$ cat src/rtl/lap_stopwatch_pkg.sv
// lap_stopwatch_pkg
//   Shared definitions for the lap stopwatch: controller state encoding,
//   BCD digit/field limits and the 24-bit mm:ss.cc time layout.
package lap_stopwatch_pkg;

   typedef enum logic [1:0] {
      ST_IDLE  = 2'd0,
      ST_RUN   = 2'd1,
      ST_PAUSE = 2'd2
   } sw_state_t;

   localparam int unsigned TIME_W = 24;

   // Per-digit limits and the two-digit field limits built from them
   localparam logic [3:0] DIGIT_LIMIT = 4'd9;
   localparam logic [3:0] TENS_LIMIT  = 4'd5;
   localparam logic [7:0] CC_LIMIT    = {DIGIT_LIMIT, DIGIT_LIMIT};   // 99
   localparam logic [7:0] SS_LIMIT    = {TENS_LIMIT, DIGIT_LIMIT};    // 59
   localparam logic [7:0] MM_LIMIT    = {TENS_LIMIT, DIGIT_LIMIT};    // 59

   // Time layout, MSB first: mm_hi mm_lo ss_hi ss_lo cc_hi cc_lo
   typedef struct packed {
      logic [3:0] mm_hi;
      logic [3:0] mm_lo;
      logic [3:0] ss_hi;
      logic [3:0] ss_lo;
      logic [3:0] cc_hi;
      logic [3:0] cc_lo;
   } bcd_time_t;

endpackage

$ cat src/rtl/lap_stopwatch_bcd_time_counter.sv
// bcd_time_counter
//   24-bit BCD mm:ss.cc counter. Advances one hundredth per tick with the
//   full carry ripple resolved in one cycle; rolls 59:59.99 -> 00:00.00.
//   clk    : system clock
//   rst    : asynchronous active-high reset (time -> 00:00.00)
//   clear  : synchronous clear to 00:00.00 (wins over tick)
//   tick   : advance by 10 ms
//   count  : current time, six BCD digits
//   wrap   : high in the cycle a tick rolls the time over
module bcd_time_counter
   import lap_stopwatch_pkg::*;
(
   input  logic              clk,
   input  logic              rst,
   input  logic              clear,
   input  logic              tick,
   output logic [TIME_W-1:0] count,
   output logic              wrap
);

   bcd_time_t t_q;
   bcd_time_t t_n;

   logic cc_lo_max, ss_lo_max, mm_lo_max;
   logic cc_max, ss_max, mm_max;

   always_comb begin
      cc_lo_max = (t_q.cc_lo == DIGIT_LIMIT);
      ss_lo_max = (t_q.ss_lo == DIGIT_LIMIT);
      mm_lo_max = (t_q.mm_lo == DIGIT_LIMIT);
      cc_max    = ({t_q.cc_hi, t_q.cc_lo} == CC_LIMIT);
      ss_max    = ({t_q.ss_hi, t_q.ss_lo} == SS_LIMIT);
      mm_max    = ({t_q.mm_hi, t_q.mm_lo} == MM_LIMIT);

      t_n = t_q;
      t_n.cc_lo = cc_lo_max ? 4'd0 : t_q.cc_lo + 4'd1;
      if (cc_lo_max)
         t_n.cc_hi = cc_max ? 4'd0 : t_q.cc_hi + 4'd1;
      if (cc_max) begin
         t_n.ss_lo = ss_lo_max ? 4'd0 : t_q.ss_lo + 4'd1;
         if (ss_lo_max)
            t_n.ss_hi = ss_max ? 4'd0 : t_q.ss_hi + 4'd1;
      end
      if (cc_max && ss_max) begin
         t_n.mm_lo = mm_lo_max ? 4'd0 : t_q.mm_lo + 4'd1;
         if (mm_lo_max)
            t_n.mm_hi = mm_max ? 4'd0 : t_q.mm_hi + 4'd1;
      end

      wrap = tick && cc_max && ss_max && mm_max;
   end

   always_ff @(posedge clk or posedge rst) begin
      if (rst)
         t_q <= '0;
      else if (clear)
         t_q <= '0;
      else if (tick)
         t_q <= t_n;
   end

   assign count = t_q;

endmodule

$ cat src/rtl/lap_stopwatch.sv
// lap_stopwatch
//   Stopwatch with 10 ms resolution, lap memory and recall view.
//   clk, rst        : system clock, asynchronous active-high reset
//   start_stop      : IDLE -> RUN (clears time/laps/overflow), RUN/PAUSE -> IDLE
//   pause_resume    : RUN <-> PAUSE (ignored in IDLE, loses to start_stop)
//   record          : store live time as next lap (RUN/PAUSE, not full)
//   recall_toggle   : flip between live and recall view
//   rd_addr         : lap index shown in recall view
//   time_bcd        : registered display value (mm:ss.cc BCD)
//   running, paused : state indicators
//   recall_mode     : 1 = recall view
//   wr_strobe       : one-cycle pulse after each accepted lap write
//   addr_err        : recall view addressing an unwritten lap
//   laps_full       : lap memory full
//   overflow        : sticky, set when time wraps past 59:59.99
//   lap_count       : laps stored, 0..LAP_DEPTH
module lap_stopwatch
   import lap_stopwatch_pkg::*;
#(
   parameter int unsigned CLK_DIV   = 1_000_000,
   parameter int unsigned LAP_DEPTH = 16,
   parameter int unsigned AW        = $clog2(LAP_DEPTH)
) (
   input  logic              clk,
   input  logic              rst,
   input  logic              start_stop,
   input  logic              pause_resume,
   input  logic              record,
   input  logic              recall_toggle,
   input  logic [AW-1:0]     rd_addr,
   output logic [TIME_W-1:0] time_bcd,
   output logic              running,
   output logic              paused,
   output logic              recall_mode,
   output logic              wr_strobe,
   output logic              addr_err,
   output logic              laps_full,
   output logic              overflow,
   output logic [AW:0]       lap_count
);

   localparam int unsigned PW = (CLK_DIV > 1) ? $clog2(CLK_DIV) : 1;
   localparam logic [PW-1:0] PRESC_MAX = PW'(CLK_DIV - 1);
   localparam logic [AW:0]   LAP_FULL  = (AW+1)'(LAP_DEPTH);

   sw_state_t         state;
   logic [PW-1:0]     presc;
   logic              tick;
   logic              start_clear;
   logic              rec_ok;
   logic              wrap;
   logic              rd_err;
   logic [TIME_W-1:0] live_time;
   logic [TIME_W-1:0] lap_mem [LAP_DEPTH];

   // All qualifiers use the pre-edge state, so a record coincident with
   // start_stop from RUN/PAUSE is still accepted.
   assign tick        = (state == ST_RUN) && (presc == PRESC_MAX);
   assign start_clear = (state == ST_IDLE) && start_stop;
   assign laps_full   = (lap_count == LAP_FULL);
   assign rec_ok      = record && (state != ST_IDLE) && !laps_full;
   assign rd_err      = recall_mode && ({1'b0, rd_addr} >= lap_count);

   always_ff @(posedge clk or posedge rst) begin
      if (rst) begin
         state   <= ST_IDLE;
         running <= 1'b0;
         paused  <= 1'b0;
      end else begin
         case (state)
            ST_IDLE: begin
               if (start_stop) begin
                  state   <= ST_RUN;
                  running <= 1'b1;
               end
            end
            ST_RUN: begin
               if (start_stop) begin
                  state   <= ST_IDLE;
                  running <= 1'b0;
               end else if (pause_resume) begin
                  state   <= ST_PAUSE;
                  running <= 1'b0;
                  paused  <= 1'b1;
               end
            end
            ST_PAUSE: begin
               if (start_stop) begin
                  state  <= ST_IDLE;
                  paused <= 1'b0;
               end else if (pause_resume) begin
                  state   <= ST_RUN;
                  running <= 1'b1;
                  paused  <= 1'b0;
               end
            end
            default: begin
               state   <= ST_IDLE;
               running <= 1'b0;
               paused  <= 1'b0;
            end
         endcase
      end
   end

   always_ff @(posedge clk or posedge rst) begin
      if (rst)
         presc <= '0;
      else if (start_clear)
         presc <= '0;
      else if (state == ST_RUN)
         presc <= tick ? '0 : presc + 1'b1;
   end

   bcd_time_counter u_time (
      .clk   (clk),
      .rst   (rst),
      .clear (start_clear),
      .tick  (tick),
      .count (live_time),
      .wrap  (wrap)
   );

   always_ff @(posedge clk or posedge rst) begin
      if (rst) begin
         lap_count   <= '0;
         overflow    <= 1'b0;
         wr_strobe   <= 1'b0;
         recall_mode <= 1'b0;
      end else begin
         wr_strobe   <= rec_ok;
         recall_mode <= recall_mode ^ recall_toggle;
         if (start_clear) begin
            lap_count <= '0;
            overflow  <= 1'b0;
         end else begin
            if (rec_ok)
               lap_count <= lap_count + 1'b1;
            if (wrap)
               overflow <= 1'b1;
         end
      end
   end

   // Lap storage: no reset, entries beyond lap_count are never displayed
   always_ff @(posedge clk) begin
      if (rec_ok)
         lap_mem[lap_count[AW-1:0]] <= live_time;
   end

   // Display register doubles as the synchronous read port of lap_mem
   always_ff @(posedge clk or posedge rst) begin
      if (rst) begin
         time_bcd <= '0;
         addr_err <= 1'b0;
      end else begin
         addr_err <= rd_err;
         if (rd_err)
            time_bcd <= '0;
         else if (recall_mode)
            time_bcd <= lap_mem[rd_addr];
         else
            time_bcd <= live_time;
      end
   end

endmodule

$ cat config.mk
export PLATFORM = sky130hd
export DESIGN_NAME = lap_stopwatch
export DESIGN_NICKNAME = d
export VERILOG_FILES = /design/src/rtl/lap_stopwatch_pkg.sv /design/src/rtl/lap_stopwatch_bcd_time_counter.sv /design/src/rtl/lap_stopwatch.sv
export SDC_FILE = /design/constraint.sdc
export NUM_CORES = 1
export LEC_CHECK = 0
export ABC_AREA = 1
export BUFFER_PORTS_ARGS = -buffer_cell sky130_fd_sc_hd__clkbuf_2
export CAP_MARGIN = 30
export CORE_MARGIN = 2
export CORE_UTILIZATION = 45
export CTS_CLUSTER_SIZE = 12
export DETAILED_ROUTE_END_ITERATION = 10
export SLEW_MARGIN = 0
export SYNTH_ARGS = -nofsm -noshare
export SYNTH_HDL_FRONTEND = slang
export SYNTH_SLANG_ARGS = --single-unit
$ cat constraint.sdc
create_clock -name clk -period 5.3 [get_ports clk]
set_input_delay 0.53 -clock clk [delete_from_list [all_inputs] [get_ports clk]]
set_output_delay 0.53 -clock clk [all_outputs]
set_load 0.05 [all_outputs]
==> results of run 1 <==
## synthesized netlist by cell type (all sizes together), types with 6 or more instances
master and count:
a21oi 10, buf 68, clkbuf 21, dfrtp 81, edfxtp 384, ha 21, inv 59, nand2 577
nand3 416, nand4 10, nor2 95, nor3 9, o21ai 20, xnor2 6, xor2 11
## registers in the layout (all words and copies together) (netlist names)
register	flops
u_time.count	24
wr_strobe	1
recall_mode	1
running	1
presc	20
addr_err	1
state	2
overflow	1
lap_mem	384
lap_count	5
time_bcd	24
paused	1
## how the worst min path moves through the flow
stage / startpoint / to / slack, ns / cells past startpoint
6_report: rst / paused$_DFFE_PP0P_ / 0.01 / 2
5_1_grt: rst / presc[16]$_DFFE_PP0P_ / 0.06 / 2
4_1_cts: rst / presc[13]$_DFFE_PP0P_ / 0.02 / 2
3_3_place_gp: running$_DFFE_PP0P_ / running$_DFFE_PP0P_ / 0.49 / 2
3_5_place_dp: recall_mode$_DFF_PP0_ / recall_mode$_DFF_PP0_ / 0.49 / 1
2_1_floorplan: presc[19]$_DFFE_PP0P_ / presc[19]$_DFFE_PP0P_ / 0.49 / 2
## report_power, final
| part | switching (uW) | internal, uW |
|---|---|---|
| Clock | 1380 | 1830 |
| Sequential | 525 | 4490 |
| Combinational | 1120 | 372 |
| Total | 3020 | 6690 |
## metal layers
metal	GRT usage [%]	vias to the layer above	part of all wire, %
li1	-	6256	-
met1	32.9	6598	44
met2	35.6	455	46
met3	3.57	93	7.0
met4	6.66	0	2.4
met5	0	-	0
## through the flow
stage	area, um^2	total power (uW)
final	22000	9710
after global routing	22000	10100
after detailed placement	20500	6580
after CTS	22000	9760
after floorplan	19700	5910
after global placement	20400	6520
## cell type report
cell class	count	area, um^2
multi-input combinational	1186	5560
clock inverter	13	90.1
fill	3763	21100
tap	585	732
inverter	61	238
sequential	465	13600
clock buffer	75	1370
timing repair buffer	59	449
## kinds of logic (layout without fill, tap and decap cells)
family                     after synthesis  in the layout  share of synthesized area (%)
DFF                                    465            465                           69.0
xor gates and xnor gates                17             17                          0.757
buffers and inverters                  150            208                           3.38
and+or+nand+nor                       1111           1111                           24.5
AOI/OAI and AO/OA                       37             37                           1.09
adders and majority gates               21             21                           1.34
## critical path, stage by stage, from the launching register on
cell and delay, ns:
dfrtp_1 0.47, inv_1 0.12, nand2_1 0.37, o21ai_2 0.17, inv_1 0.18, nand2_1 0.26, nor2_4 0.80
==> metrics.csv, run 1 <==
metric,value,unit
finalWirelength,49900,um
leakage,0.00838,uW
run_status,finished clean,
synth_largest_area_cell,edfxtp_1,
die_w,213,um
finalHoldViolations,0,
total_placed_cells_including_tap_cells,2356,
initial_core_utilization,45.6,%
timing.clock.skew,0.0173,ns
route.detailed.vias_per_inst,5.48,
time_the_worst_path_needs_with_i_o_delays_and_setup,2.79,ns
gp_congestion,0.830,
rsz0062_at_grt,no,
ctsLongestPathBuffers,3,
firstDrtPassIters,5,
max_cap_violations,0,
tritoncts_clock_tree,yes,
seq_area_frac_synth,69.0,%
worst_skew_pair.late_latency,0.58,ns
pin_count,46,
cts_buffer_count,49,
worstHoldPathType,in -> async,
design.core.area,43100,um^2
clkSlewWorstSetupHoldPaths,0.06,ns
ys_async_rst_share,17.4,%
fin_util,51.1,%
vias_in_the_first_global_route,12900,
cp.required,5.49,ns
layout_common_cells,"568 x nand2_1, 413 x nand3_1, 384 x edfxtp_1, 81 x dfrtp_1, 74 x nor2_1",
detail_route.drc_violations,0,
grt.overflow.total,0,
regToRegSetupSlack,2.51,ns
grt_start_max_net_pins,111,
antennaDiodeCount,0,
floorplan.die.height,213,um
fp-row-count,76,
slew_viol_final,0,
post_cts_buffers,0,
gr-usage-all-layers,22.7,%
clock_h_tree_levels,2,
critPathLaunch,lap_count[2]$_DFFE_PP0P_,
drt_iter0_drc,1156,
netlist-cell-type-count,36,
area_growth,11.9,%
yosys-top-cells-area,"edfxtp_1 59%, nand2_1 11%, nand3_1 11%",
edff_count_synth,384,
timing.setup.tns,0,ns
worst_pin_slew,0.994,ns
grt_antenna_before_repair,0,
clock.fmax,359,MHz
worstReg2RegEnd,lap_mem[2][9]$_DFFE_PP_,
synth_nets,1832,
total_setup_violations_reported_at_the_end_of_the_flow,0,
kind_of_end_point_of_the_critical_path,register,
mappedNetlistArea,19700,um^2
fraction_of_synthesized_cell_area_taken_by_the_top_area_cell_type,58.7,%
layout.nets,1853,
routed-via-count,13400,
ctsResizeCount,0,
power_density,441,nW/um^2
hold_slack,0.0135,ns
crit_path_setup_slack_layout,2.51,ns
synthesis.area_per_instance,10.9,um^2
routedWlPerCell,20.4,um
setup.worst_path.start_class,register,
fin_cells,2444,
dp_slack,2.20,ns
ctsHoldBuffers,0,
grt_pass1_wl,77700,um
total_of_buffers_placed_on_input_and_output_ports,45,
post-route-period-util,52.6,%
worstRegToRegCells,6,
syn-instance-count,1801,
synth-seq-cells,465,
die_area,45400,um^2
final_layout_size_suffix_gt1_share,9.25,%
dp_hpwl,28400,um
mostFrequentLayoutCell,nand2_1,
slew_headroom,33.8,%
criticalPathCategory,reg -> reg,
clkSinkCount,465,
worst-endpoint-arrival,2.98,ns
most_used_dff_post_synth,edfxtp_1,
setup.worst_path.end,lap_mem[2][9]$_DFFE_PP_,
regToRegStartpoint,lap_count[2]$_DFFE_PP0P_,
worst-path-max-fanout,24,
power.ir.vdd_worst,260,uV
final_antenna_net_count,0,
synth_warnings,0,
cts_root_buf,clkbuf_16,
Power figures use the tool's default switching activity.
==> inputs of run 2 (changes only) <==
Clock period 5.3 ns to 2.3 ns, I/O delays scaled along.
==> run 2 against run 1 <==
  * Flip-flop and latch count did not move
  * Clock power rose by 150%
  * Combinational power rose to 3.2 times the previous value
  * Wire length rose by 1.8%
  * Die area did not move
  * Largest power group unchanged
  * Critical path type unchanged
==> metrics.csv, run 2 (synthesis results as in run 1) <==
metric,value,unit,change
worstHoldPathType,in -> reg,,was in -> async
routed-via-count,13600,,was 13400
dp_hpwl,30600,um,was 28400 um
seq_power_share,45.6,%,was 51.7%
placed_area,20900,um^2,was 20500 um^2
area_growth,15.1,%,was 11.9%
post_cts_buffers,0,,unchanged
gr-usage-all-layers,22.7,%,about the same
gp_congestion,0.900,,was 0.830
design.core.area,43100,um^2,unchanged
worst-endpoint-arrival,2.40,ns,was 2.98 ns
cts_root_buf,clkbuf_16,,unchanged
clock.fmax,455,MHz,was 359 MHz
die_w,213,um,unchanged
grt_start_max_net_pins,118,,was 111
routedWlPerCell,20.2,um,was 20.4 um
firstDrtPassIters,5,,unchanged
setup.worst_path.start_class,register,,unchanged
fp-row-count,76,,unchanged
cp.required,2.50,ns,was 5.49 ns
run_status,finished clean,,unchanged
final_design_area_no_fill,22600,um^2,was 22000 um^2
total_placed_cells_including_tap_cells,2405,,was 2356
worst_pin_slew,0.898,ns,was 0.994 ns
worst_skew_pair.late_latency,0.59,ns,was 0.58 ns
fin_cells,2509,,was 2444
worst-path-max-fanout,12,,was 24
leakage,0.00872,uW,was 0.00838 uW
slew_viol_final,0,,unchanged
ctsLongestPathBuffers,3,,unchanged
finalHoldViolations,0,,unchanged
max_cap_violations,0,,unchanged
criticalPathCategory,reg -> reg,,unchanged
route.detailed.vias_per_inst,5.40,,was 5.48
vias_in_the_first_global_route,13000,,was 12900
cts_buffer_count,50,,was 49
total_of_buffers_placed_on_input_and_output_ports,45,,unchanged
clkSlewWorstSetupHoldPaths,0.06,ns,about the same
power_consumption,23300,uW,was 9710 uW
total_switching_power,7130,uW,was 3020 uW
finalWirelength,50800,um,was 49900 um
antennaDiodeCount,0,,unchanged
final_antenna_net_count,0,,unchanged
max_ffs_per_register,384,,unchanged
share_comb_of_total_power,20.5,%,was 15.3%
clkSinkCount,465,,unchanged
slew_headroom,40.1,%,was 33.8%
post-route-period-util,95.5,%,was 52.6%
clock_h_tree_levels,2,,unchanged
kind_of_end_point_of_the_critical_path,register,,unchanged
die_area,45400,um^2,unchanged
timing.setup.tns,0,ns,unchanged
mostFrequentLayoutCell,nand2_1,,unchanged
switch_share,30.6,%,was 31.1%
timing.clock.skew,0.0169,ns,was 0.0173 ns
initial_core_utilization,45.6,%,unchanged
drt_iter0_drc,1265,,was 1156
intPower,16100,uW,was 6690 uW
pin_count,46,,unchanged
time_the_worst_path_needs_with_i_o_delays_and_setup,2.20,ns,was 2.79 ns
total_setup_violations_reported_at_the_end_of_the_flow,0,,unchanged
grt_antenna_before_repair,0,,unchanged
grt_pass1_wl,77000,um,was 77700 um
floorplan.die.height,213,um,unchanged
power_density,1030,nW/um^2,was 441 nW/um^2
detail_route.drc_violations,0,,unchanged
rsz0062_at_grt,no,,unchanged
grt.overflow.total,0,,unchanged
layout_common_cells,"566 x nand2_1, 413 x nand3_1, 384 x edfxtp_1, 77 x dfrtp_1, 74 x nor2_1",,"was 568 x nand2_1, 413 x nand3_1, 384 x edfxtp_1, 81 x dfrtp_1, 74 x nor2_1"
layout.nets,1913,,was 1853
power.ir.vdd_worst,516,uV,was 260 uV
final_layout_size_suffix_gt1_share,12.6,%,was 9.25%
tritoncts_clock_tree,yes,,unchanged
clock_power_share,33.8,%,was 33.0%
-- run 2: cell count changes in the layout (fill, tap and decap cells not counted), moves of 3 or more --
| cell | change |
|---|---|
| buf_4 | +46 |
| buf_12 | +5 |
| clkbuf_1 | -4 |
| clkbuf_16 | +4 |
| clkinv_1 | +4 |
| dfrtp_1 | -4 |
| dfrtp_2 | +4 |
| dlygate4sd3_1 | +4 |
| nor2_2 | +4 |
| buf_16 | -3 |
-- run 2: critical path: stages, from the launching register on --
cell and delay, ns:
dfrtp_2 0.40, inv_1 0.10, nand2_1 0.42, nor2_2 0.88
-- run 2: power by group through the flow --
stage	registers [uW]	logic (uW)	clock network, uW
3_3_place_gp	10800	4680	0
5_1_grt	10700	5190	8350
2_1_floorplan	11900	1800	0
4_1_cts	10600	4790	8000
6_report	10600	4780	7870
3_5_place_dp	10800	4760	0
-- run 2: worst paths after layout --
check | from | slack [ns] | cells past startpoint | endpoint
max | lap_count[2]$_DFFE_PP0P_ | 0.10 | 3 | lap_mem[11][10]$_DFFE_PP_
min | record | 0.04 | 5 | wr_strobe$_DFF_PP0_
max reg2reg | lap_count[2]$_DFFE_PP0P_ | 0.10 | 3 | lap_mem[11][10]$_DFFE_PP_
min reg2reg | recall_mode$_DFF_PP0_ | 0.49 | 1 | recall_mode$_DFF_PP0_
max in group asynchronous | rst | 1.39 | 4 | u_time.count[15]$_DFFE_PP0P_
min in group asynchronous | rst | 0.23 | 3 | time_bcd[7]$_DFF_PP0_
-- run 2: routing by layer --
layer,part of all wire (%),GRT usage (%),routed length (um)
met2,47,35.6,23800
met3,6.9,3.77,3480
met1,43,32.5,22100
met5,0,0,0
met4,2.8,7.21,1440
-- run 2: repair_timing --
action | in CTS | in global routing
hold buffers | 4 | 0
setup endpoints to repair | 0 | 281
gates resized for setup | 0 | 7
endpoints found under the hold margin | 19 | 0
-- run 2: area by class of cell --
| class | instances | area [um^2] |
|---|---|---|
| Sequential cell | 465 | 13600 |
| Multi-Input combinational cell | 1192 | 5610 |
| Fill cell | 3752 | 20400 |
| Inverter | 61 | 239 |
| Tap cell | 585 | 732 |
| Timing Repair Buffer | 112 | 863 |
| Clock inverter | 17 | 133 |
| Clock buffer | 77 | 1490 |
-- run 2: stage by stage --
stage               util (%)  hold WS, ns  worst slack [ns]
finish                  52.5       0.0410             0.104
global route            52.5       0.0584            0.0106
CTS                     52.4       0.0229           0.00626
detailed placement      48.5        0.292            0.0359
global placement        48.5        0.289            0.0272
floorplan                  -        0.317           0.00930
